===== config.mk =====
export PLATFORM = sky130hd
export DESIGN_NAME = pcm_dac_serializer
export DESIGN_NICKNAME = d
export VERILOG_FILES = /design/src/rtl/pcm_dac_pkg.sv /design/src/rtl/pcm_bclk_gen.sv /design/src/rtl/pcm_dac_serializer.sv
export SDC_FILE = /design/constraint.sdc
export NUM_CORES = 1
export LEC_CHECK = 0
export ABC_AREA = 1
export CORE_UTILIZATION = 25
export DETAILED_ROUTE_END_ITERATION = 16
export GPL_TIMING_DRIVEN = 0
export PLACE_DENSITY = 0.44
export SETUP_SLACK_MARGIN = 0.2
export SLEW_MARGIN = 20
export SYNTH_ARGS = -nofsm -noshare
export SYNTH_HDL_FRONTEND = slang
export SYNTH_SLANG_ARGS = --single-unit

===== constraint.sdc =====
create_clock -name clk -period 3 [get_ports clk]
set_input_delay 0.6 -clock clk [delete_from_list [all_inputs] [get_ports clk]]
set_output_delay 0.6 -clock clk [all_outputs]
set_load 0.005 [all_outputs]

===== src/rtl/pcm_dac_pkg.sv =====
// Shared types and defaults for the multi-channel PCM17xx-style DAC serializer.
package pcm_dac_pkg;

   typedef enum logic [1:0] {
      ST_IDLE  = 2'd0,
      ST_SHIFT = 2'd1,
      ST_LATCH = 2'd2
   } state_t;

   localparam int DEF_DATA_W   = 20;
   localparam int DEF_HALF_DIV = 8;

   // Counter width that stays at least one bit when the terminal count is zero.
   function automatic int cnt_w(input int n);
      return (n > 1) ? $clog2(n) : 1;
   endfunction

endpackage


===== src/rtl/pcm_bclk_gen.sv =====
// Free-running bit clock generated as a registered toggle, plus a one-cycle
// strobe marking the system clock edge on which bclk falls.
module pcm_bclk_gen
   import pcm_dac_pkg::*;
#(
   parameter int HALF_DIV = DEF_HALF_DIV
) (
   input  logic clk,
   input  logic rst,
   output logic bclk,
   output logic fall_tick
);

   localparam int                CNT_W    = cnt_w(HALF_DIV);
   localparam logic [CNT_W-1:0]  CNT_LAST = CNT_W'(HALF_DIV - 1);

   logic [CNT_W-1:0] r_cnt;
   logic             r_bclk;
   logic             w_wrap;

   assign w_wrap = (r_cnt == CNT_LAST);

   // NOTE: sequential state uses <= so every register samples pre-edge values.
   always_ff @(posedge clk or negedge rst) begin
      if (!rst) begin
         r_cnt  <= '0;
         r_bclk <= 1'b0;
      end else if (w_wrap) begin
         r_cnt  <= '0;
         r_bclk <= ~r_bclk;
      end else begin
         r_cnt  <= r_cnt + 1'b1;
      end
   end

   assign bclk      = r_bclk;
   assign fall_tick = r_bclk & w_wrap;

endmodule


===== src/rtl/pcm_dac_serializer.sv =====
// NCH-channel PCM DAC serializer: shared bclk/le, one sdata line per channel,
// valid/ready input with a one-deep holding buffer for gap-free frames.
module pcm_dac_serializer
   import pcm_dac_pkg::*;
#(
   parameter int DATA_W    = DEF_DATA_W,
   parameter int NCH       = 2,
   parameter int HALF_DIV  = DEF_HALF_DIV,
   parameter int LE_BCLKS  = 1,
   parameter int CONT_MODE = 1
) (
   input  logic                  clk,
   input  logic                  rst,
   input  logic                  s_valid,
   output logic                  s_ready,
   input  logic [NCH*DATA_W-1:0] s_data,
   output logic                  bclk,
   output logic [NCH-1:0]        sdata,
   output logic                  le,
   output logic                  frame_done,
   output logic                  busy,
   output logic                  underrun
);

   localparam int               BIT_W    = cnt_w(DATA_W);
   localparam int               LE_W     = cnt_w(LE_BCLKS);
   localparam logic [BIT_W-1:0] BIT_LAST = BIT_W'(DATA_W - 1);
   localparam logic [LE_W-1:0]  LE_LAST  = LE_W'(LE_BCLKS - 1);

   state_t                  r_state;
   logic [BIT_W-1:0]        r_bitcnt;
   logic [LE_W-1:0]         r_lecnt;
   logic                    r_le;
   logic                    r_frame_done;
   logic                    r_underrun;
   logic [NCH*DATA_W-1:0]   r_buf;
   logic                    r_buf_full;

   logic w_bclk;
   logic w_fall;
   logic w_accept;
   logic w_last_bit;
   logic w_last_le;
   logic w_load;
   logic w_shift;
   logic w_clear;

   pcm_bclk_gen #(
      .HALF_DIV (HALF_DIV)
   ) u_bclk_gen (
      .clk       (clk),
      .rst       (rst),
      .bclk      (w_bclk),
      .fall_tick (w_fall)
   );

   assign w_accept   = s_valid & ~r_buf_full;
   assign w_last_bit = (r_bitcnt == BIT_LAST);
   assign w_last_le  = (r_lecnt == LE_LAST);

   // A load happens from IDLE or straight out of the final le period (back-to-back).
   assign w_load  = w_fall & r_buf_full &
                    ((r_state == ST_IDLE) | ((r_state == ST_LATCH) & w_last_le));
   assign w_shift = w_fall & (r_state == ST_SHIFT) & ~w_last_bit;
   assign w_clear = w_fall & (r_state == ST_SHIFT) & w_last_bit;

   always_ff @(posedge clk or negedge rst) begin
      if (!rst) begin
         r_buf_full <= 1'b0;
      end else if (w_accept) begin
         r_buf_full <= 1'b1;
      end else if (w_load) begin
         r_buf_full <= 1'b0;
      end
   end

   // NOTE: pure data registers carry no reset; the full flag and FSM state gate their use.
   always_ff @(posedge clk) begin
      if (w_accept) begin
         r_buf <= s_data;
      end
   end

   always_ff @(posedge clk or negedge rst) begin
      if (!rst) begin
         r_state      <= ST_IDLE;
         r_bitcnt     <= '0;
         r_lecnt      <= '0;
         r_le         <= 1'b1;
         r_frame_done <= 1'b0;
         r_underrun   <= 1'b0;
      end else begin
         r_frame_done <= 1'b0;
         r_underrun   <= 1'b0;
         if (w_fall) begin
            unique case (r_state)
               ST_IDLE: begin
                  if (r_buf_full) begin
                     r_bitcnt <= '0;
                     r_state  <= ST_SHIFT;
                  end
               end
               ST_SHIFT: begin
                  if (w_last_bit) begin
                     r_le    <= 1'b0;
                     r_lecnt <= '0;
                     r_state <= ST_LATCH;
                  end else begin
                     r_bitcnt <= r_bitcnt + 1'b1;
                  end
               end
               ST_LATCH: begin
                  if (w_last_le) begin
                     r_le         <= 1'b1;
                     r_frame_done <= 1'b1;
                     if (r_buf_full) begin
                        r_bitcnt <= '0;
                        r_state  <= ST_SHIFT;
                     end else begin
                        r_underrun <= (CONT_MODE != 0);
                        r_state    <= ST_IDLE;
                     end
                  end else begin
                     r_lecnt <= r_lecnt + 1'b1;
                  end
               end
               default: r_state <= ST_IDLE;
            endcase
         end
      end
   end

   // Each channel keeps its current bit in r_sd and the remaining bits in r_rest.
   for (genvar k = 0; k < NCH; k++) begin : g_ch
      logic [DATA_W-2:0] r_rest;
      logic              r_sd;

      always_ff @(posedge clk) begin
         if (w_load) begin
            r_rest <= r_buf[k*DATA_W +: DATA_W-1];
         end else if (w_shift) begin
            r_rest <= r_rest << 1;
         end
      end

      always_ff @(posedge clk or negedge rst) begin
         if (!rst) begin
            r_sd <= 1'b0;
         end else if (w_load) begin
            r_sd <= r_buf[k*DATA_W + DATA_W-1];
         end else if (w_shift) begin
            r_sd <= r_rest[DATA_W-2];
         end else if (w_clear) begin
            r_sd <= 1'b0;
         end
      end

      assign sdata[k] = r_sd;
   end

   assign s_ready    = ~r_buf_full;
   assign bclk       = w_bclk;
   assign le         = r_le;
   assign frame_done = r_frame_done;
   assign busy       = (r_state != ST_IDLE);
   assign underrun   = r_underrun;

endmodule


Word-level counts from Yosys, hierarchy flattened
Cells that the tools add are included.
{"block": "totals", "elab_cells": 82, "latch_bits": 0, "rom_bits": 0, "ram_bits": 0, "register_bits": 96, "mem_count": 0}
{"block": "classes", "magnitude_cmp": 0, "bitwise_logic": 13, "add_sub_neg": 3, "div": 0, "mul": 0, "shift": 0, "reduce_logical": 11, "mux": 33, "eq_ne": 8}
{"cell": "19-bit 2-to-1 mux", "count": 4}
{"cell": "1-bit 2-to-1 mux", "count": 18}
{"cell": "5-bit 2-to-1 mux", "count": 3}
{"cell": "5-bit one-hot mux with 3 select lines", "count": 1}
{"cell": "4-bit AND reduction", "count": 3}
{"cell": "1-bit bitwise AND", "count": 8}
{"cell": "2-bit inequality test, second input constant", "count": 4}
{"cell": "2-bit nonzero test", "count": 4}
{"cell": "2-bit 2-to-1 mux", "count": 3}
{"cell": "2-bit one-hot mux with 3 select lines", "count": 1}
{"cell": "3-bit nonzero test", "count": 2}
{"cell": "5-bit by 1-bit adder with 5-bit output, second input constant", "count": 1}
{"cell": "5-bit equality test, second input constant", "count": 1}
{"cell": "1-bit inverter", "count": 4}
{"cell": "1-bit one-hot mux with 2 select lines", "count": 2}
{"cell": "3-bit by 1-bit adder with 3-bit output, second input constant", "count": 1}
{"cell": "3-bit equality test, second input constant", "count": 1}
{"cell": "3-bit 2-to-1 mux", "count": 1}
{"cell": "3-bit AND reduction", "count": 1}
{"cell": "2-bit by 1-bit equality test with 1-bit output, second input constant", "count": 1}
{"cell": "2-bit equality test, second input constant", "count": 1}
{"cell": "2-bit logical NOT", "count": 1}
{"cell": "1-bit adder, second input constant", "count": 1}
{"cell": "1-bit bitwise OR", "count": 1}

Depth between registers and ports, before layout
Gate-level depths: netlist of run 1.
{"block": "logic_depth", "word_depth": 7, "depth_mapped": 10, "depth_no_buf": 8}

Hierarchy
From an unflattened synthesis of run 1, not the netlist that was laid out.
{"block": "hier_totals", "hier_cells": 296, "area_unflattened_um2": 3699.8}
{"module": "pcm_dac_serializer", "seq_area_each_um2": 2668.8, "instances": 1, "cells_each": 282, "area_each_um2": 3544.6}
{"module": "pcm_bclk_gen", "seq_area_each_um2": 100.1, "instances": 1, "cells_each": 14, "area_each_um2": 155.1}

Least setup slack after synthesis of run 1
Ideal clock, no wire load.
{"block": "synth_path", "kind": "in2reg", "from": "input s_valid", "to": "register r_buf[0], enable pin", "t_required_ps": 2562, "path_buffers": 0, "arrival_time_ps": 2338, "slack_ps": 224, "cell_stages": 2, "path_cell_list": "inv_1 nor2_1"}
{"block": "synth_between", "elab_chain_cells": 1}
{"item": "start, declared", "line": "pcm_dac_serializer.sv:14", "rtl": "input logic s_valid,"}
{"item": "1-bit bitwise AND", "line": "pcm_dac_serializer.sv:57", "rtl": "assign w_accept = s_valid & ~r_buf_full;"}
{"item": "via w_accept", "line": "pcm_dac_serializer.sv:41", "rtl": "logic w_accept;"}
{"item": "end signal, assigned", "line": "pcm_dac_serializer.sv:80", "rtl": "r_buf <= s_data;"}
{"item": "end, declared", "line": "pcm_dac_serializer.sv:36", "rtl": "logic [NCH*DATA_W-1:0] r_buf;"}
The timed path passes the listed nets, and every way through them passes these cells.
A chain may end at the register's enable or synchronous reset.

Worst setup path in the final report of run 1
{"block": "layout_path", "from": "register u_bclk_gen.r_cnt[0]", "to": "register g_ch[0].r_rest[16], enable pin"}
{"block": "layout_between", "elab_chain_cells": 5}
{"item": "start, declared", "line": "pcm_bclk_gen.sv:17", "rtl": "logic [CNT_W-1:0] r_cnt;"}
{"item": "start signal, assigned", "line": "pcm_bclk_gen.sv:32", "rtl": "r_cnt <= r_cnt + 1'b1;"}
{"item": "3-bit equality test (*)", "line": "pcm_bclk_gen.sv:21", "rtl": "assign w_wrap = (r_cnt == CNT_LAST);"}
{"item": "1-bit bitwise AND (*)", "line": "pcm_bclk_gen.sv:37", "rtl": "assign fall_tick = r_bclk & w_wrap;"}
{"item": "1-bit bitwise AND, on equally long branches (2 in series)", "line": "pcm_dac_serializer.sv:62, pcm_dac_serializer.sv:64"}
{"item": "2-bit nonzero test (no source line) (*)"}
{"item": "end signal, assigned", "line": "pcm_dac_serializer.sv:140", "rtl": "r_rest <= r_buf[k*DATA_W +: DATA_W-1];"}
{"item": "end signal, assigned", "line": "pcm_dac_serializer.sv:142", "rtl": "r_rest <= r_rest << 1;"}
{"item": "end, declared", "line": "pcm_dac_serializer.sv:135", "rtl": "logic [DATA_W-2:0] r_rest;"}
Every way passes the cells marked *; elsewhere a longest branch is shown, timed or not.

==> results of run 1 <==
[state kept, by name (all words and copies together), names as in the netlist]
register,flops
r_buf,40
u_bclk_gen.r_cnt,3
underrun,1
u_bclk_gen.bclk,1
g_ch.r_rest,38
g_ch.r_sd,2
r_bitcnt,5
frame_done,1
r_buf_full,1
le,1
r_state,2
[layout make-up]
cell class / instances / area [sq um] / area share, %
flip-flops and latches: 95 / 2770 / 59.2
multi-input cells: 173 / 734 / 15.7
repair buffers: 51 / 528 / 11.3
clock buffers: 14 / 254 / 5.43
well taps: 180 / 225 / 4.82
plain buffers: 12 / 98.8 / 2.11
inverters: 15 / 56.3 / 1.20
clock inverters: 2 / 10.0 / 0.214
[logic make-up after synthesis]
group,share of synthesized area [%]
adders and majority gates,1.03
and+or+nand+nor,17.8
buffers and inverters,4.25
xor gates and xnor gates,0.240
DFF,75.8
AOI/OAI and AO/OA,0.857
[worst max-delay path, stage by stage (launching register included)]
cell and delay [ns]:
dfrtp_1 0.36, ha_1 0.17, ha_1 0.22, nand2_2 0.11
nor2_2 0.21, nand2_2 0.16, nand2_2 0.73
[stage by stage]
stage	power (mW)	TNS (ns)	std cells	utilization [%]	hold slack [ns]
6_report	2.52	0	542	33.3	0.452
5_1_grt	2.60	0	542	33.3	0.465
4_1_cts	2.56	0	542	33.3	0.448
3_5_place_dp	1.51	0	526	31.4	0.435
3_3_place_gp	1.51	-50.35	525	31.2	0.420
2_1_floorplan	1.45	0	295	-	0.304
[synth_stat cells (all sizes together)]
| cell type | instances | area share (%) |
|---|---|---|
| o22ai | 1 | 0.17 |
| o21ai | 3 | 0.41 |
| buf | 12 | 2.7 |
| ha | 3 | 1.0 |
| nand2 | 131 | 14 |
| nor2 | 16 | 1.7 |
| nand3 | 14 | 1.9 |
| xnor2 | 1 | 0.24 |
| dfrtp | 16 | 11 |
| edfxtp | 78 | 64 |
| a21oi | 2 | 0.27 |
| dfstp | 1 | 0.72 |
| nand4 | 2 | 0.34 |
| inv | 15 | 1.5 |
[power groups by stage]
stage	combinational [mW]	clock, mW	sequential (mW)
finish	0.0606	1.05	1.42
CTS	0.0623	1.08	1.42
floorplan	0.000391	0	1.45
detailed placement	0.0619	0	1.45
global route	0.0652	1.12	1.42
global placement	0.0612	0	1.45
[worst paths after layout]
path	to	startpoint	slack, ns
max	g_ch[0].r_rest[16]	u_bclk_gen.r_cnt[0]	0.65
min	u_bclk_gen.r_cnt[0]	u_bclk_gen.r_cnt[0]	0.45
max in group asynchronous	r_bitcnt[2]	rst	1.74
max reg2reg	g_ch[0].r_rest[16]	u_bclk_gen.r_cnt[0]	0.65
min reg2reg	u_bclk_gen.r_cnt[0]	u_bclk_gen.r_cnt[0]	0.45
min in group asynchronous	u_bclk_gen.r_cnt[2]	rst	0.74
[routing by layer]
metal / part of all wire [%] / GRT usage [%] / vias to the layer above / routed length [microns]
met5: 0 / 0 / - / 0
met4: 2.5 / 6.33 / 0 / 168
met3: 3.6 / 2.56 / 14 / 247
met2: 46 / 15.5 / 43 / 3150
met1: 47 / 12.3 / 1005 / 3210
li1: - / - / 1106 / -
==> flow_metrics.env, run 1 <==
export IMPL_cts_made_buffers=9
export IMPL_diodes=0
export IMPL_synth_seq_cells=95
export IMPL_grt_overflow_total=0
export IMPL_antenna_found_initial=0
export IMPL_hold_path_depth=1
export IMPL_p_sw_mw=0.475
export IMPL_p_sw_share_pct=18.8
export IMPL_power_density_mw_per_mm2=540
export IMPL_layout_commonest_cell="nand2_1"
export IMPL_syn_inst=295
export IMPL_fin_crit_sh_pct=78.4
export IMPL_crit_arrival_ns=2.31
export IMPL_area_delta_synth_final_pct=28.1
export IMPL_irDropWorstVdd_v=0.000255
export IMPL_route_detailed_drc=0
export IMPL_synth_distinct_cells=20
export IMPL_syn_nets=341
export IMPL_period_needed_ns=2.35
export IMPL_final_layout_size_suffix_gt1_share_pct=9.67
export IMPL_min_path_type="register to register"
export IMPL_grt_pass1_vias=2166
export IMPL_worstPathRequired_ns=2.96
export IMPL_core_sq_mm=0.0140
export IMPL_wirelength_microns=6780
export IMPL_cap_violations=0
export IMPL_grt_setup_unrepaired="false"
export IMPL_p_int_mw=2.05
export IMPL_worst_clock_skew_ns=0.00597
export IMPL_status="completed"
export IMPL_finalMaxSlewViolations=0
export IMPL_dp_hpwl_microns=4450
export IMPL_clock_fmax_ghz=0.425
export IMPL_critPathMaxFanout=40
export IMPL_die_area_sq_mm=0.0151
export IMPL_drt_iter0_drc=126
export IMPL_die_y_microns=123
export IMPL_final_cell_mix="126 x nand2_1, 78 x edfxtp_1, 50 x clkdlybuf4s50_1"
export IMPL_setup_viol=0
export IMPL_tightestPinTransition_ns=0.951
export IMPL_dpl_worst_slack_ns=0.583
export IMPL_critPathKind="register to register"
export IMPL_vias_per_cell=4.00
export IMPL_clock_path_buffers=2
export IMPL_clockPowerShare_pct=41.4
export IMPL_vias=2168
export IMPL_postPlaceCellArea_sq_mm=0.00441
export IMPL_grt_use_total_pct=9.97
export IMPL_dieWidth_microns=123
export IMPL_nets=403
export IMPL_netlist_area_sq_mm=0.00365
export IMPL_port_buffer_count=50
export IMPL_finalHoldViolCount=0
export IMPL_cts_setup_buffers=0
export IMPL_maxSlewHeadroom_pct=36.4
export IMPL_cts_sink_count=95
export IMPL_synth_avg_cell_area_sq_um=12.4
export IMPL_cts_resized=0
export IMPL_io_pins=51
export IMPL_cts_tree="yes"
export IMPL_worstRegToRegCells=6
export IMPL_grt_pass1_wl_microns=10900
export IMPL_yosys_warnings=0
export IMPL_setup_ws_ns=0.649
export IMPL_avgRoutedWirePerCell_microns=12.5
export IMPL_fp_row_count=43
export IMPL_worstSetupEndpointType="register"
export IMPL_yosysSeqAreaShare_pct=75.8
export IMPL_pwr_share_seq_pct=56.2
export IMPL_initial_core_util_pct=26.0
export IMPL_clock_latency_ns=0.34
export IMPL_fillCellCount=1388
export IMPL_grt_max_degree=41
export IMPL_finalWeightedCongestion=0.731
export IMPL_pwr_share_comb_pct=2.4
export IMPL_startpoint_type="register"
export IMPL_clock_root_buffer="clkbuf_16"
export IMPL_firstDrtPassIters=4
export IMPL_design_area_sq_mm=0.00468
export IMPL_p_leak_nw=1.85
export IMPL_drtAntennaViolNets=0
export IMPL_path_clk_slew_ns=0.06
export IMPL_htree_num_levels=3
export IMPL_cts_hold_repair_buffers=0
(Power assumes the default switching activity.)
==> inputs of run 2 (changes only) <==
--- a/config.mk
+++ b/config.mk
@@ -9,7 +9,7 @@
 export CORE_UTILIZATION = 25
 export DETAILED_ROUTE_END_ITERATION = 16
 export GPL_TIMING_DRIVEN = 0
-export PLACE_DENSITY = 0.44
+export PLACE_DENSITY = 0.45
 export SETUP_SLACK_MARGIN = 0.2
 export SLEW_MARGIN = 20
 export SYNTH_ARGS = -nofsm -noshare
==> constraint.sdc (replaced) <==
create_clock -name clk -period 2.01 [get_ports clk]
set_input_delay 0.402 -clock clk [delete_from_list [all_inputs] [get_ports clk]]
set_output_delay 0.402 -clock clk [all_outputs]
set_load 0.005 [all_outputs]
==> flow_metrics.env, run 2 (synthesis results as in run 1) <==
export IMPL_status="completed"
export IMPL_layout_commonest_cell="nand2_1"
export IMPL_antenna_found_initial=0
export IMPL_drt_iter0_drc=86
export IMPL_firstDrtPassIters=4
export IMPL_worstSetupEndpointType="output pin"
export IMPL_cp_depth=1
export IMPL_nets=409
export IMPL_grt_max_degree=23
export IMPL_period_needed_ns=1.77
export IMPL_core_sq_mm=0.0140
export IMPL_gr_usage_met1_pct=12.8
export IMPL_fp_row_count=43
export IMPL_clock_fmax_ghz=0.564
export IMPL_r2r_start="u_bclk_gen.r_cnt[0]"
export IMPL_path_clk_slew_ns=0.07
export IMPL_path_cells="clkdlybuf4s50_1"
export IMPL_irDropWorstVdd_v=0.000314
export IMPL_finalWeightedCongestion=0.732
export IMPL_largestRegisters="r_buf (40), g_ch.r_rest (38), r_bitcnt (5)"
export IMPL_dp_hpwl_microns=4470
export IMPL_cts_made_buffers=9
export IMPL_startpoint_type="register"
export IMPL_area_delta_synth_final_pct=31.5
export IMPL_multiInputGateArea_sq_um=820
export IMPL_postPlaceCellArea_sq_mm=0.00442
export IMPL_grt_use_total_pct=10.3
export IMPL_grt_setup_unrepaired="false"
export IMPL_clock_latency_ns=0.34
export IMPL_p_leak_nw=1.91
export IMPL_fin_crit_sh_pct=88.2
export IMPL_design_area_sq_mm=0.00480
export IMPL_worstHoldStart="u_bclk_gen.r_cnt[0]"
export IMPL_cts_sink_count=95
export IMPL_critPathKind="register to output pin"
export IMPL_min_path_type="register to register"
export IMPL_wirelength_microns=6870
export IMPL_r2r_slack_ns=0.26
export IMPL_cap_violations=0
export IMPL_hold_slack_ns=0.456
export IMPL_maxSlewHeadroom_pct=45.3
export IMPL_setup_viol=0
export IMPL_grt_overflow_total=0
export IMPL_cp_slowest_stage_delay_ns=0.53
export IMPL_clock_path_buffers=2
export IMPL_initial_core_util_pct=26.0
export IMPL_htree_num_levels=3
export IMPL_die_y_microns=123
export IMPL_critPathMaxFanout=2
export IMPL_worstPathRequired_ns=1.61
export IMPL_port_buffer_count=50
export IMPL_power_density_mw_per_mm2=785
export IMPL_grt_busiest_layer="met2"
export IMPL_final_cell_mix="125 x nand2_1, 78 x edfxtp_1, 50 x clkdlybuf4s50_1"
export IMPL_worst_clock_skew_ns=0.00975
export IMPL_worstRegToRegCells=9
export IMPL_slowest_stage="dfstp_2"
export IMPL_vias=2215
export IMPL_startpoint="le"
export IMPL_path_buf_inv=1
export IMPL_drtAntennaViolNets=0
export IMPL_route_detailed_drc=0
export IMPL_top_register="r_buf"
export IMPL_avgRoutedWirePerCell_microns=12.5
export IMPL_vias_per_cell=4.04
export IMPL_crit_path_end="le"
export IMPL_seq_area_sq_mm=0.00277
export IMPL_met2_usage_pct=16.7
export IMPL_tightestPinTransition_ns=0.817
export IMPL_cts_tree="yes"
export IMPL_largest_reg_flops=40
export IMPL_dp_cells=526
export IMPL_finalMaxSlewViolations=0
export IMPL_dieWidth_microns=123
export IMPL_finalSetupTns_ns=0
export IMPL_grt_pass1_wl_microns=11200
export IMPL_grt_pass1_vias=2220
export IMPL_crit_arrival_ns=1.37
export IMPL_critical_path_top_delay_family="flip-flops"
export IMPL_io_pins=51
export IMPL_finalHoldViolCount=0
export IMPL_final_cells=548
export IMPL_r2r_end="g_ch[1].r_rest[13]"
export IMPL_clock_root_buffer="clkbuf_16"
export IMPL_fillCellCount=1397
export IMPL_diodes=0
export IMPL_grt_use_met3_pct=2.28
export IMPL_final_layout_size_suffix_gt1_share_pct=12.8
export IMPL_die_area_sq_mm=0.0151
==> run 2: cell types whose count changed in the layout (fill, tap and decap cells not counted), moves of 2 or more <==
cell / before / now
ha_1: 3 / 1
nand2_4: 0 / 4
buf_4: 3 / 6
nand2_8: 0 / 2
nand2_2: 5 / 2
clkbuf_1: 4 / 2
==> run 2: timing repair <==
action / in CTS / in global routing
buffers inserted: 1 / 3
endpoints found under the setup margin: 55 / 53
pin swaps: 2 / 1
hold buffers: 0 / 0
resized for setup: 11 / 3
gates cloned: 2 / 0
==> run 2: per-stage QoR <==
stage | utilization [%] | power (mW) | setup WS (ns)
2_1_floorplan | - | 2.16 | 0.249
3_3_place_gp | 31.3 | 2.25 | -0.264
3_5_place_dp | 31.5 | 2.25 | -0.120
4_1_cts | 33.9 | 3.81 | 0.207
5_1_grt | 34.2 | 3.89 | 0.200
6_report | 34.2 | 3.77 | 0.238
==> run 2: routing by layer <==
metal | wire length [microns] | share of wire [%]
met5 | 0 | 0
met4 | 170 | 2.5
met3 | 255 | 3.7
met2 | 3290 | 48
met1 | 3150 | 46
==> run 2: how the worst min path moves through the flow <==
stage                     endpoint  slack (ns)  cells past startpoint
4_1_cts        u_bclk_gen.r_cnt[0]        0.45                      1
3_5_place_dp   u_bclk_gen.r_cnt[0]        0.44                      1
5_1_grt        u_bclk_gen.r_cnt[0]        0.47                      1
2_1_floorplan           frame_done        0.11                      0
6_report       u_bclk_gen.r_cnt[0]        0.46                      1
3_3_place_gp   u_bclk_gen.r_cnt[0]        0.42                      1
==> run 2: cell type report <==
cell class              count  area share, %
plain buffers              12           2.22
clock buffers              11           4.85
clock inverters             5          0.704
inverters                  15           1.17
multi-input cells         175           17.1
flip-flops and latches     95           57.7
well taps                 180           4.69
repair buffers             55           11.6
==> run 2: report_power, final <==
| part | internal (mW) | switching (mW) | total [mW] |
|---|---|---|---|
| Sequential | 2.12 | 0.0000000000434 | 2.12 |
| Combinational | 0.0705 | 0.0198 | 0.0903 |
| Clock | 0.840 | 0.720 | 1.56 |
==> inputs of run 3 (changes only) <==
--- a/config.mk
+++ b/config.mk
@@ -9,7 +9,8 @@
 export CORE_UTILIZATION = 25
 export DETAILED_ROUTE_END_ITERATION = 16
 export GPL_TIMING_DRIVEN = 0
-export PLACE_DENSITY = 0.45
+export MAX_ROUTING_LAYER = met4
+export PLACE_DENSITY = 0.44
 export SETUP_SLACK_MARGIN = 0.2
 export SLEW_MARGIN = 20
 export SYNTH_ARGS = -nofsm -noshare
==> constraint.sdc (replaced) <==
create_clock -name clk -period 1.65 [get_ports clk]
set_input_delay 0.33 -clock clk [delete_from_list [all_inputs] [get_ports clk]]
set_output_delay 0.33 -clock clk [all_outputs]
set_load 0.005 [all_outputs]
==> flow_metrics.env, run 3 (synthesis results as in run 1) <==
export IMPL_vias=2338
export IMPL_cts_tree="yes"
export IMPL_worst_clock_skew_ns=0.00522
export IMPL_core_sq_mm=0.0140
export IMPL_cap_violations=0
export IMPL_grt_pass1_wl_microns=11800
export IMPL_crit_top_cell="nand2_4"
export IMPL_antenna_found_initial=0
export IMPL_cts_hold_repair_buffers=0
export IMPL_wl_met3_microns=240
export IMPL_cp_slowest_stage_delay_ns=0.40
export IMPL_dp_hpwl_microns=4450
export IMPL_finalMaxSlewViolations=0
export IMPL_route_detailed_drc=0
export IMPL_port_buffer_count=50
export IMPL_path_buf_inv=3
export IMPL_post_route_util_pct=37.9
export IMPL_largest_reg_flops=40
export IMPL_firstDrtPassIters=4
export IMPL_wl_met2_microns=3710
export IMPL_worstPathRequired_ns=1.74
export IMPL_setup_viol=8
export IMPL_tightestPinTransition_ns=0.829
export IMPL_avgRoutedWirePerCell_microns=13.3
export IMPL_clock_path_buffers=2
export IMPL_period_needed_ns=1.65
export IMPL_design_area_sq_mm=0.00532
export IMPL_cts_sink_count=95
export IMPL_initial_core_util_pct=26.0
export IMPL_final_layout_size_suffix_gt1_share_pct=27.1
export IMPL_wirelength_microns=7620
export IMPL_multiInputGateArea_sq_mm=0.00104
export IMPL_grt_pass1_vias=2281
export IMPL_final_cell_mix="103 x nand2_1, 78 x edfxtp_1, 42 x clkdlybuf4s50_1"
export IMPL_top_register="r_buf"
export IMPL_nets=432
export IMPL_startpoint_type="register"
export IMPL_grt_use_total_pct=11.1
export IMPL_status="finished, violations left"
export IMPL_critPathMaxFanout=6
export IMPL_min_path_type="primary input to async pin"
export IMPL_irDropWorstVdd_v=0.000469
export IMPL_path_clk_slew_ns=0.06
export IMPL_p_total_mw=4.90
export IMPL_violations="negative setup slack"
export IMPL_drtAntennaViolNets=0
export IMPL_grt_max_degree=19
export IMPL_power_density_mw_per_mm2=920
export IMPL_seq_area_sq_mm=0.00277
export IMPL_top_layer_used="met4"
export IMPL_finalHoldViolCount=0
export IMPL_cp_depth=8
export IMPL_worstSetupEndpointType="register"
export IMPL_setup_ws_ns=-0.00315
export IMPL_dieWidth_microns=123
export IMPL_vias_per_cell=4.09
export IMPL_fp_row_count=43
export IMPL_io_pins=51
export IMPL_fin_crit_sh_pct=100
export IMPL_p_leak_nw=2.19
export IMPL_path_cells="ha_4, ha_4, nand2_4, inv_4, nand2_4, buf_12, buf_12, nand2_4"
export IMPL_drt_met1_wl_microns=3470
export IMPL_crit_arrival_ns=1.74
export IMPL_critical_path_top_delay_family="flip-flops"
export IMPL_clock_latency_ns=0.35
export IMPL_layout_commonest_cell="nand2_1"
export IMPL_grt_overflow_total=0
export IMPL_postPlaceCellArea_sq_mm=0.00450
export IMPL_slowest_stage="dfrtp_1"
export IMPL_grt_setup_unrepaired="true"
export IMPL_diodes=0
export IMPL_clock_fmax_ghz=0.605
export IMPL_area_delta_synth_final_pct=45.8
export IMPL_drt_iter0_drc=90
export IMPL_fillCellCount=1377
export IMPL_clock_root_buffer="clkbuf_16"
export IMPL_critPathKind="register to register"
export IMPL_die_y_microns=123
export IMPL_worstRegToRegCells=8
export IMPL_largestRegisters="r_buf (40), g_ch.r_rest (38), r_bitcnt (5)"
export IMPL_die_area_sq_mm=0.0151
export IMPL_finalWeightedCongestion=0.710
export IMPL_cts_made_buffers=9
export IMPL_htree_num_levels=3
export IMPL_maxSlewHeadroom_pct=44.6
## run 3: path summary, 6_finish.rpt
path,slack (ns),to,start
max,-0.003,g_ch[0].r_rest[2],u_bclk_gen.r_cnt[0]
min,0.46,r_state[1],rst
max reg2reg,-0.003,g_ch[0].r_rest[2],u_bclk_gen.r_cnt[0]
min reg2reg,0.49,le,le
max in group asynchronous,0.68,frame_done,rst
min in group clk,0.49,le,le
## run 3: report_power, final
| group | internal [mW] | switching, mW | total [mW] |
|---|---|---|---|
| clock | 1.36 | 0.846 | 2.21 |
| combinational | 0.0858 | 0.0232 | 0.109 |
| sequential | 2.58 | 0.0000000000594 | 2.58 |
| total | 4.03 | 0.869 | 4.90 |
## run 3: per-layer routing
metal | vias up | global-route usage, %
met5 | - | -
met4 | 0 | 7.09
met3 | 13 | 2.18
met2 | 36 | 17.1
li1 | 1169 | -
met1 | 1120 | 13.4
## run 3: what timing repair did
item	in CTS	in global routing
hold endpoints to repair	0	0
pin swaps	10	8
buffers inserted	17	4
gates resized for setup	49	29
endpoints found under the setup margin	107	87
cloned	4	3
## run 3: cell type report
class / instances / area share, %
well taps: 180 / 4.23
multi-input cells: 179 / 19.6
clock inverters: 4 / 1.29
flip-flops and latches: 95 / 52.0
repair buffers: 74 / 14.7
clock buffers: 12 / 4.63
plain buffers: 12 / 2.44
inverters: 15 / 1.15
## run 3: metrics by stage
step                      setup TNS [ns]  setup WS, ns  hold slack (ns)  cells
final                            -0.0146      -0.00315            0.462    571
after global routing               -2.82       -0.0684            0.513    571
after detailed placement           -9.32        -0.226            0.435    527
after CTS                        -0.0933      -0.00849            0.480    564
after floorplan                        0         0.124           0.0344    295
after global placement            -25.50        -0.578            0.420    525
